==> src/rtl/uart_pkg.sv <==
// Shared UART definitions: transmitter FSM states, frame sizes, FIFO default
// depth and the frame/parity helpers used when a frame is loaded.
package uart_pkg;

  // Transmitter controller states.
  typedef enum logic {
    IDLE = 1'b0,
    SEND = 1'b1
  } tx_state_t;

  // Frame lengths: start + 8 data + parity + 1 or 2 stop bits.
  localparam int FRAME_BITS_1STOP = 11;
  localparam int FRAME_BITS_2STOP = 12;

  // Default TX FIFO depth (must stay a power of two).
  localparam int FIFO_DEPTH_DEF = 8;

  // Width of the frame shift register; always sized for the longer frame.
  localparam int FRAME_W = FRAME_BITS_2STOP;

  // Parity bit: even_sel=1 gives even parity (^data), 0 gives odd parity.
  function automatic logic parity_bit(input logic [7:0] data, input logic even_sel);
    return even_sel ? (^data) : (~^data);
  endfunction

  // Full 12-bit frame image, LSB first on the line. Both stop-bit positions
  // are ones, so the one/two stop bit choice lives only in the bit counter.
  function automatic logic [FRAME_W-1:0] build_frame(input logic [7:0] data,
                                                     input logic       even_sel);
    return {2'b11, parity_bit(data, even_sel), data, 1'b0};
  endfunction

endpackage

==> src/rtl/tx_fifo.sv <==
// Byte FIFO feeding the UART transmitter. Circular buffer with wrapping
// read/write pointers, registered occupancy count and full/empty flags.
// A push while full is dropped; a pop while empty is ignored.
module tx_fifo
  import uart_pkg::*;
#(
  parameter int DEPTH = FIFO_DEPTH_DEF,
  parameter int AW    = $clog2(DEPTH),
  parameter int CW    = $clog2(DEPTH) + 1
) (
  input  logic          clk,
  input  logic          reset,
  input  logic          push_i,
  input  logic [7:0]    wdata_i,
  input  logic          pop_i,
  output logic [7:0]    rdata_o,
  output logic          full_o,
  output logic          empty_o,
  output logic [CW-1:0] count_o
);

  logic [7:0]    mem_q [DEPTH];
  logic [AW-1:0] wr_ptr_q, wr_ptr_d;
  logic [AW-1:0] rd_ptr_q, rd_ptr_d;
  logic [CW-1:0] count_q, count_d;
  logic          full_q, full_d;
  logic          empty_q, empty_d;
  logic          push_ok;
  logic          pop_ok;

  // Qualify requests against the registered flags, so a push into an empty
  // FIFO can only be popped on a later edge.
  assign push_ok = push_i & ~full_q;
  assign pop_ok  = pop_i & ~empty_q;

  // Next-state for pointers, count and flags.
  always_comb begin
    wr_ptr_d = wr_ptr_q;
    rd_ptr_d = rd_ptr_q;
    count_d  = count_q;
    if (push_ok) begin
      wr_ptr_d = wr_ptr_q + AW'(1);
    end
    if (pop_ok) begin
      rd_ptr_d = rd_ptr_q + AW'(1);
    end
    case ({push_ok, pop_ok})
      2'b10:   count_d = count_q + CW'(1);
      2'b01:   count_d = count_q - CW'(1);
      default: count_d = count_q;
    endcase
    full_d  = (count_d == CW'(DEPTH));
    empty_d = (count_d == '0);
  end

  // Pointer, count and flag registers.
  always_ff @(posedge clk or posedge reset) begin
    if (reset) begin
      wr_ptr_q <= '0;
      rd_ptr_q <= '0;
      count_q  <= '0;
      full_q   <= 1'b0;
      empty_q  <= 1'b1;
    end else begin
      wr_ptr_q <= wr_ptr_d;
      rd_ptr_q <= rd_ptr_d;
      count_q  <= count_d;
      full_q   <= full_d;
      empty_q  <= empty_d;
    end
  end

  // Storage: written only on an accepted push, so dropped pushes leave data intact.
  always_ff @(posedge clk) begin
    if (push_ok) begin
      mem_q[wr_ptr_q] <= wdata_i;
    end
  end

  assign rdata_o = mem_q[rd_ptr_q];
  assign full_o  = full_q;
  assign empty_o = empty_q;
  assign count_o = count_q;

endmodule

==> src/rtl/uart_tx.sv <==
// UART transmitter: bytes queued in tx_fifo are framed (start, 8 data LSB
// first, parity, 1 or 2 stop bits) and shifted out on tx_out. Queued frames
// follow each other with no idle gap. Baud divisor, parity select and stop
// bit count are sampled when a frame is loaded and held for that frame.
module uart_tx
  import uart_pkg::*;
#(
  parameter int FIFO_DEPTH = FIFO_DEPTH_DEF,
  parameter int DIV_W      = 12
) (
  input  logic             clk,
  input  logic             reset,
  input  logic [DIV_W-1:0] baud_divisor,
  input  logic             parity_sel,
  input  logic             two_stop_bits,
  input  logic [7:0]       data_in,
  input  logic             wr_en,
  output logic             tx_out,
  output logic             fifo_full,
  output logic [3:0]       fifo_count,
  output logic             tx_busy,
  output tx_state_t        dbg_state_o
);

  localparam int CW = $clog2(FIFO_DEPTH) + 1;

  tx_state_t          state_q, state_d;
  logic [DIV_W-1:0]   baud_cnt_q, baud_cnt_d;
  logic [DIV_W-1:0]   div_q, div_d;
  logic [3:0]         bit_cnt_q, bit_cnt_d;
  logic [FRAME_W-1:0] shift_q, shift_d;

  logic               pop;
  logic               load;
  logic [7:0]         head_data;
  logic               fifo_empty;
  logic [CW-1:0]      count;

  tx_fifo #(
    .DEPTH (FIFO_DEPTH)
  ) u_fifo (
    .clk     (clk),
    .reset   (reset),
    .push_i  (wr_en),
    .wdata_i (data_in),
    .pop_i   (pop),
    .rdata_o (head_data),
    .full_o  (fifo_full),
    .empty_o (fifo_empty),
    .count_o (count)
  );

  // Controller: next state, counters, shift register and FIFO pop.
  always_comb begin
    state_d    = state_q;
    baud_cnt_d = baud_cnt_q;
    div_d      = div_q;
    bit_cnt_d  = bit_cnt_q;
    shift_d    = shift_q;
    load       = 1'b0;

    case (state_q)
      IDLE: begin
        if (!fifo_empty) begin
          load = 1'b1;
        end
      end
      SEND: begin
        if (baud_cnt_q == div_q) begin
          if (bit_cnt_q == 4'd1) begin
            // End of the last stop bit: chain the next frame or go quiet.
            if (!fifo_empty) begin
              load = 1'b1;
            end else begin
              state_d = IDLE;
            end
          end else begin
            shift_d    = {1'b1, shift_q[FRAME_W-1:1]};
            bit_cnt_d  = bit_cnt_q - 4'd1;
            baud_cnt_d = '0;
          end
        end else begin
          baud_cnt_d = baud_cnt_q + DIV_W'(1);
        end
      end
      default: state_d = IDLE;
    endcase

    // Frame load shared by the idle start and the back-to-back chain.
    if (load) begin
      state_d    = SEND;
      shift_d    = build_frame(head_data, parity_sel);
      bit_cnt_d  = two_stop_bits ? 4'(FRAME_BITS_2STOP) : 4'(FRAME_BITS_1STOP);
      baud_cnt_d = '0;
      div_d      = baud_divisor;
    end
    pop = load;
  end

  // Controller registers.
  always_ff @(posedge clk or posedge reset) begin
    if (reset) begin
      state_q    <= IDLE;
      baud_cnt_q <= '0;
      div_q      <= '0;
      bit_cnt_q  <= '0;
      shift_q    <= '1;
    end else begin
      state_q    <= state_d;
      baud_cnt_q <= baud_cnt_d;
      div_q      <= div_d;
      bit_cnt_q  <= bit_cnt_d;
      shift_q    <= shift_d;
    end
  end

  // Line is driven from registered state, so an asynchronous reset idles it
  // high at once.
  assign tx_out      = (state_q == SEND) ? shift_q[0] : 1'b1;
  assign tx_busy     = (state_q == SEND);
  assign fifo_count  = 4'(count);
  assign dbg_state_o = state_q;

endmodule

==> config.mk <==
export PLATFORM = sky130hd
export DESIGN_NAME = uart_tx
export DESIGN_NICKNAME = d
export VERILOG_FILES = /design/src/rtl/uart_pkg.sv /design/src/rtl/tx_fifo.sv /design/src/rtl/uart_tx.sv
export SDC_FILE = /design/constraint.sdc
export NUM_CORES = 1
export LEC_CHECK = 0
export CAP_MARGIN = 20
export CORE_MARGIN = 2
export CORE_UTILIZATION = 40
export DETAILED_ROUTE_END_ITERATION = 8
export GPL_ROUTABILITY_DRIVEN = 0
export PLACE_DENSITY = 0.59
export SYNTH_ARGS = -nofsm -noshare
export SYNTH_HDL_FRONTEND = slang
export SYNTH_SLANG_ARGS = --single-unit
==> constraint.sdc <==
create_clock -name clk -period 4.3 [get_ports clk]
set_input_delay 1.075 -clock clk [delete_from_list [all_inputs] [get_ports clk]]
set_output_delay 1.075 -clock clk [all_outputs]
set_load 0.02 [all_outputs]
==> impl_metrics.yaml <==
status:
  status: "finished, final reports clean"
layout:
  fillers: 1067
  stdcell_area_mm2: 0.00621
  antenna_cells: 0
  fin_cells: 604
  multi_input_area_mm2: 0.00177
  area_delta_synth_final_pct: 21.1
  nets: 451
  seq_area_mm2: 0.00321
  drive_gt1_share_pct: 14.6
clock_network:
  cts_tree: "yes"
  holdBufCountCts: 0
  clk_pin_slew_ns: 0.06
  clkSinkCount: 115
  postCtsSetupRepairBufs: 0
  htree_num_levels: 4
  cts_made_buffers: 17
  clkLatencyLatePin_ns: 0.41
  cts_resized: 0
  clockRootBuffer: "clkbuf_16"
  clockBufferDepth: 2
critical_path:
  cp-startpoint: "wr_en"
  cpMaxStageDelayCell: "nor3_1"
  max_stage_delay_ns: 0.53
  path_cells: "clkdlybuf4s50_1, nor2b_1, nor3_1, nand2_1, xnor2_1, ha_1, a21oi_1, xor2_1, a21oi_1, nand4b_1, a211oi_1"
  crit_family: "simple AND/OR/NAND/NOR gates"
  critPathMostFrequentCell: "a21oi_1"
  critical_path_arrival_ns: 3.64
  crit_type: "input port to flip-flop"
  r2r_start: "baud_cnt_q[9]$_DFFE_PP0P_"
  critPathRequiredTime_ns: 4.62
  critPathLaunchType: "input port"
  r2r_setup_slack_ns: 1.17
  worstPathBufferInverterCount: 1
  critical_path.max_fanout: 7
  cp-end-kind: "flip-flop"
synthesis:
  synth_compound_area_share_pct: 6.54
  synthFlopType: "edfxtp_1"
  synth-xor-area-share_pct: 5.71
  synth_common_cells: "edfxtp_1 (64), nand2_1 (57), dfrtp_1 (40)"
  synth-seq-cells: 115
  synth-simple-area-share_pct: 10.3
  synth_top_area_share_pct: 37.5
  synth-edff-count: 64
  ys_warn_count: 0
  syn_inst: 379
  synthAdderAreaFrac_pct: 1.71
  synth_top_cell_by_area: "edfxtp_1"
  synth_cell_types: 49
  syn-mean-instance-area_um2: 13.5
  synth_top_family_by_area: "simple AND/OR/NAND/NOR gates"
  synthArstFlopShare_pct: 44.3
  synth.area.mux_share_pct: 10.3
  synth-seq-area-share_pct: 62.7
  syn_nets: 411
  yosysMostFrequentCell: "edfxtp_1"
  synth.area.top_cells: "edfxtp_1 (37%), dfrtp_1 (20%), mux4_1 (6.2%)"
  synth_area_mm2: 0.00513
grt:
  grt_pass1_wl_um: 15600
  grt_pass1_vias: 3050
  grt_max_degree: 33
  grt.total_usage_pct: 15.7
  grt-ovfl-total: 0
  grt_antenna_before_repair: 0
floorplan:
  core_area_mm2: 0.0126
  die_h_um: 117
  io_pins: 33
  start_util_pct: 40.8
  die_area_mm2: 0.0137
  placementRows: 41
  die_x_um: 117
timing:
  maxSlewHeadroom_pct: 43.9
  fin_crit_ns: 3.32
  grt_setup_unrepaired: "false"
  hold_violations: 0
  setup_violations: 0
  clock_skew_ns: 0.00507
  finalCritPeriodShare_pct: 77.2
  tightestPinTransition_ns: 0.839
  timing.fmax_mhz: 301
  slew_viol_final: 0
  fin_tns_setup_ns: 0
  fin_hold_ws_ns: 0.488
detailed_routing:
  vias: 3099
  dr.pass1.iters: 6
  via_per_inst: 5.13
  wl_per_cell_um: 16.0
  drt_iter0_drc: 209
  wl_um: 9650
  ant_nets: 0
  drc_errors: 0
pwr:
  irDropWorstVdd_mv: 0.317
  p_per_area_mw_per_mm2: 571
  leakagePower_nw: 2.38
placement:
  dp_hpwl_um: 6390
  portBuffers: 32
  place_inst: 572
  placed_cell_area_mm2: 0.00561
hold_path:
  hold_path_class: "flip-flop to flip-flop"
  hp-start: "baud_cnt_q[11]$_DFFE_PP0P_"
run:
  timing.max_cap.violations: 0
==> sequential cells by signal, indices dropped and copies added (netlist names), 3 cells and up <==
signal,count
u_fifo.mem_q,64
shift_q,10
bit_cnt_q,4
u_fifo.rd_ptr_q,3
u_fifo.wr_ptr_q,3
u_fifo.count_o,4
div_q,12
baud_cnt_q,12
==> worst reg2reg max path, stage by stage (launching register included) <==
cell and delay [ns]:
dfrtp_1 0.45, xor2_1 0.17, nor4_1 0.44, a31o_2 0.57
nand2_1 0.14, xnor2_1 0.15, ha_1 0.18, a21oi_1 0.23
xor2_1 0.22, a21oi_1 0.06, nand4b_1 0.21, a211oi_1 0.21
==> report_power, final <==
part	switching (W)	internal [W]
logic	0.000300	0.000306
clock network	0.000536	0.000869
registers	0.000155	0.00138
==> placed cells by master, fill, tap and decap left out, drive strengths merged, types with 7 or more instances in the layout <==
cell and instances:
o21ai 24, xnor2 12, dfrtp 40, xor2 18, inv 18, mux4 16, a21oi 9, nand3 9
clkbuf 17, nor2 19, edfxtp 64, clkdlybuf4s50 32, buf 7, ha 7, nand2 57, dfstp 11
==> kinds of logic (layout without fill, tap and decap cells) <==
| logic type | count (synthesis) | count (layout) |
|---|---|---|
| flip-flops | 115 | 115 |
| AO/OA/AOI/OAI | 54 | 54 |
| AND/OR/NAND/NOR | 116 | 116 |
| buffers and inverters | 29 | 82 |
| XOR/XNOR | 31 | 31 |
| multiplexers | 27 | 27 |
| adder cells (fa/ha/maj) | 7 | 7 |
==> layout make-up <==
type / instances / area share [%]
multi-input cells: 235 / 28.5
repair buffers: 39 / 6.00
inverters: 11 / 0.665
clock inverters: 15 / 2.78
clock buffers: 17 / 6.85
flip-flops and latches: 115 / 51.7
well taps: 172 / 3.47
==> path summary, 6_finish.rpt <==
kind	to	depth (start not counted)
max	u_fifo.full_o$_DFF_PP0_	11
min	baud_cnt_q[11]$_DFFE_PP0P_	1
max reg2reg	u_fifo.full_o$_DFF_PP0_	11
min reg2reg	baud_cnt_q[11]$_DFFE_PP0P_	1
max in group asynchronous	shift_q[3]$_DFFE_PP1P_	3
min in group asynchronous	u_fifo.count_o[0]$_DFF_PP0_	2
==> layer usage <==
metal / global-route usage (%) / vias to the layer above / part of all wire (%)
li1: - / 1476 / -
met1: 20.4 / 1555 / 47
met2: 24.4 / 56 / 48
met3: 5.82 / 12 / 3.8
met4: 5.41 / 0 / 1.2
met5: 0 / - / 0
==> stage by stage <==
stage	power, W	utilization (%)	worst slack (ns)
floorplan	0.00196	-	1.17
CTS	0.00359	49.4	0.995
global placement	0.00215	44.6	0.700
detailed placement	0.00217	44.6	0.533
finish	0.00355	49.4	0.982
global route	0.00373	49.4	0.731
Note: power is estimated with default switching activity, not from simulation.
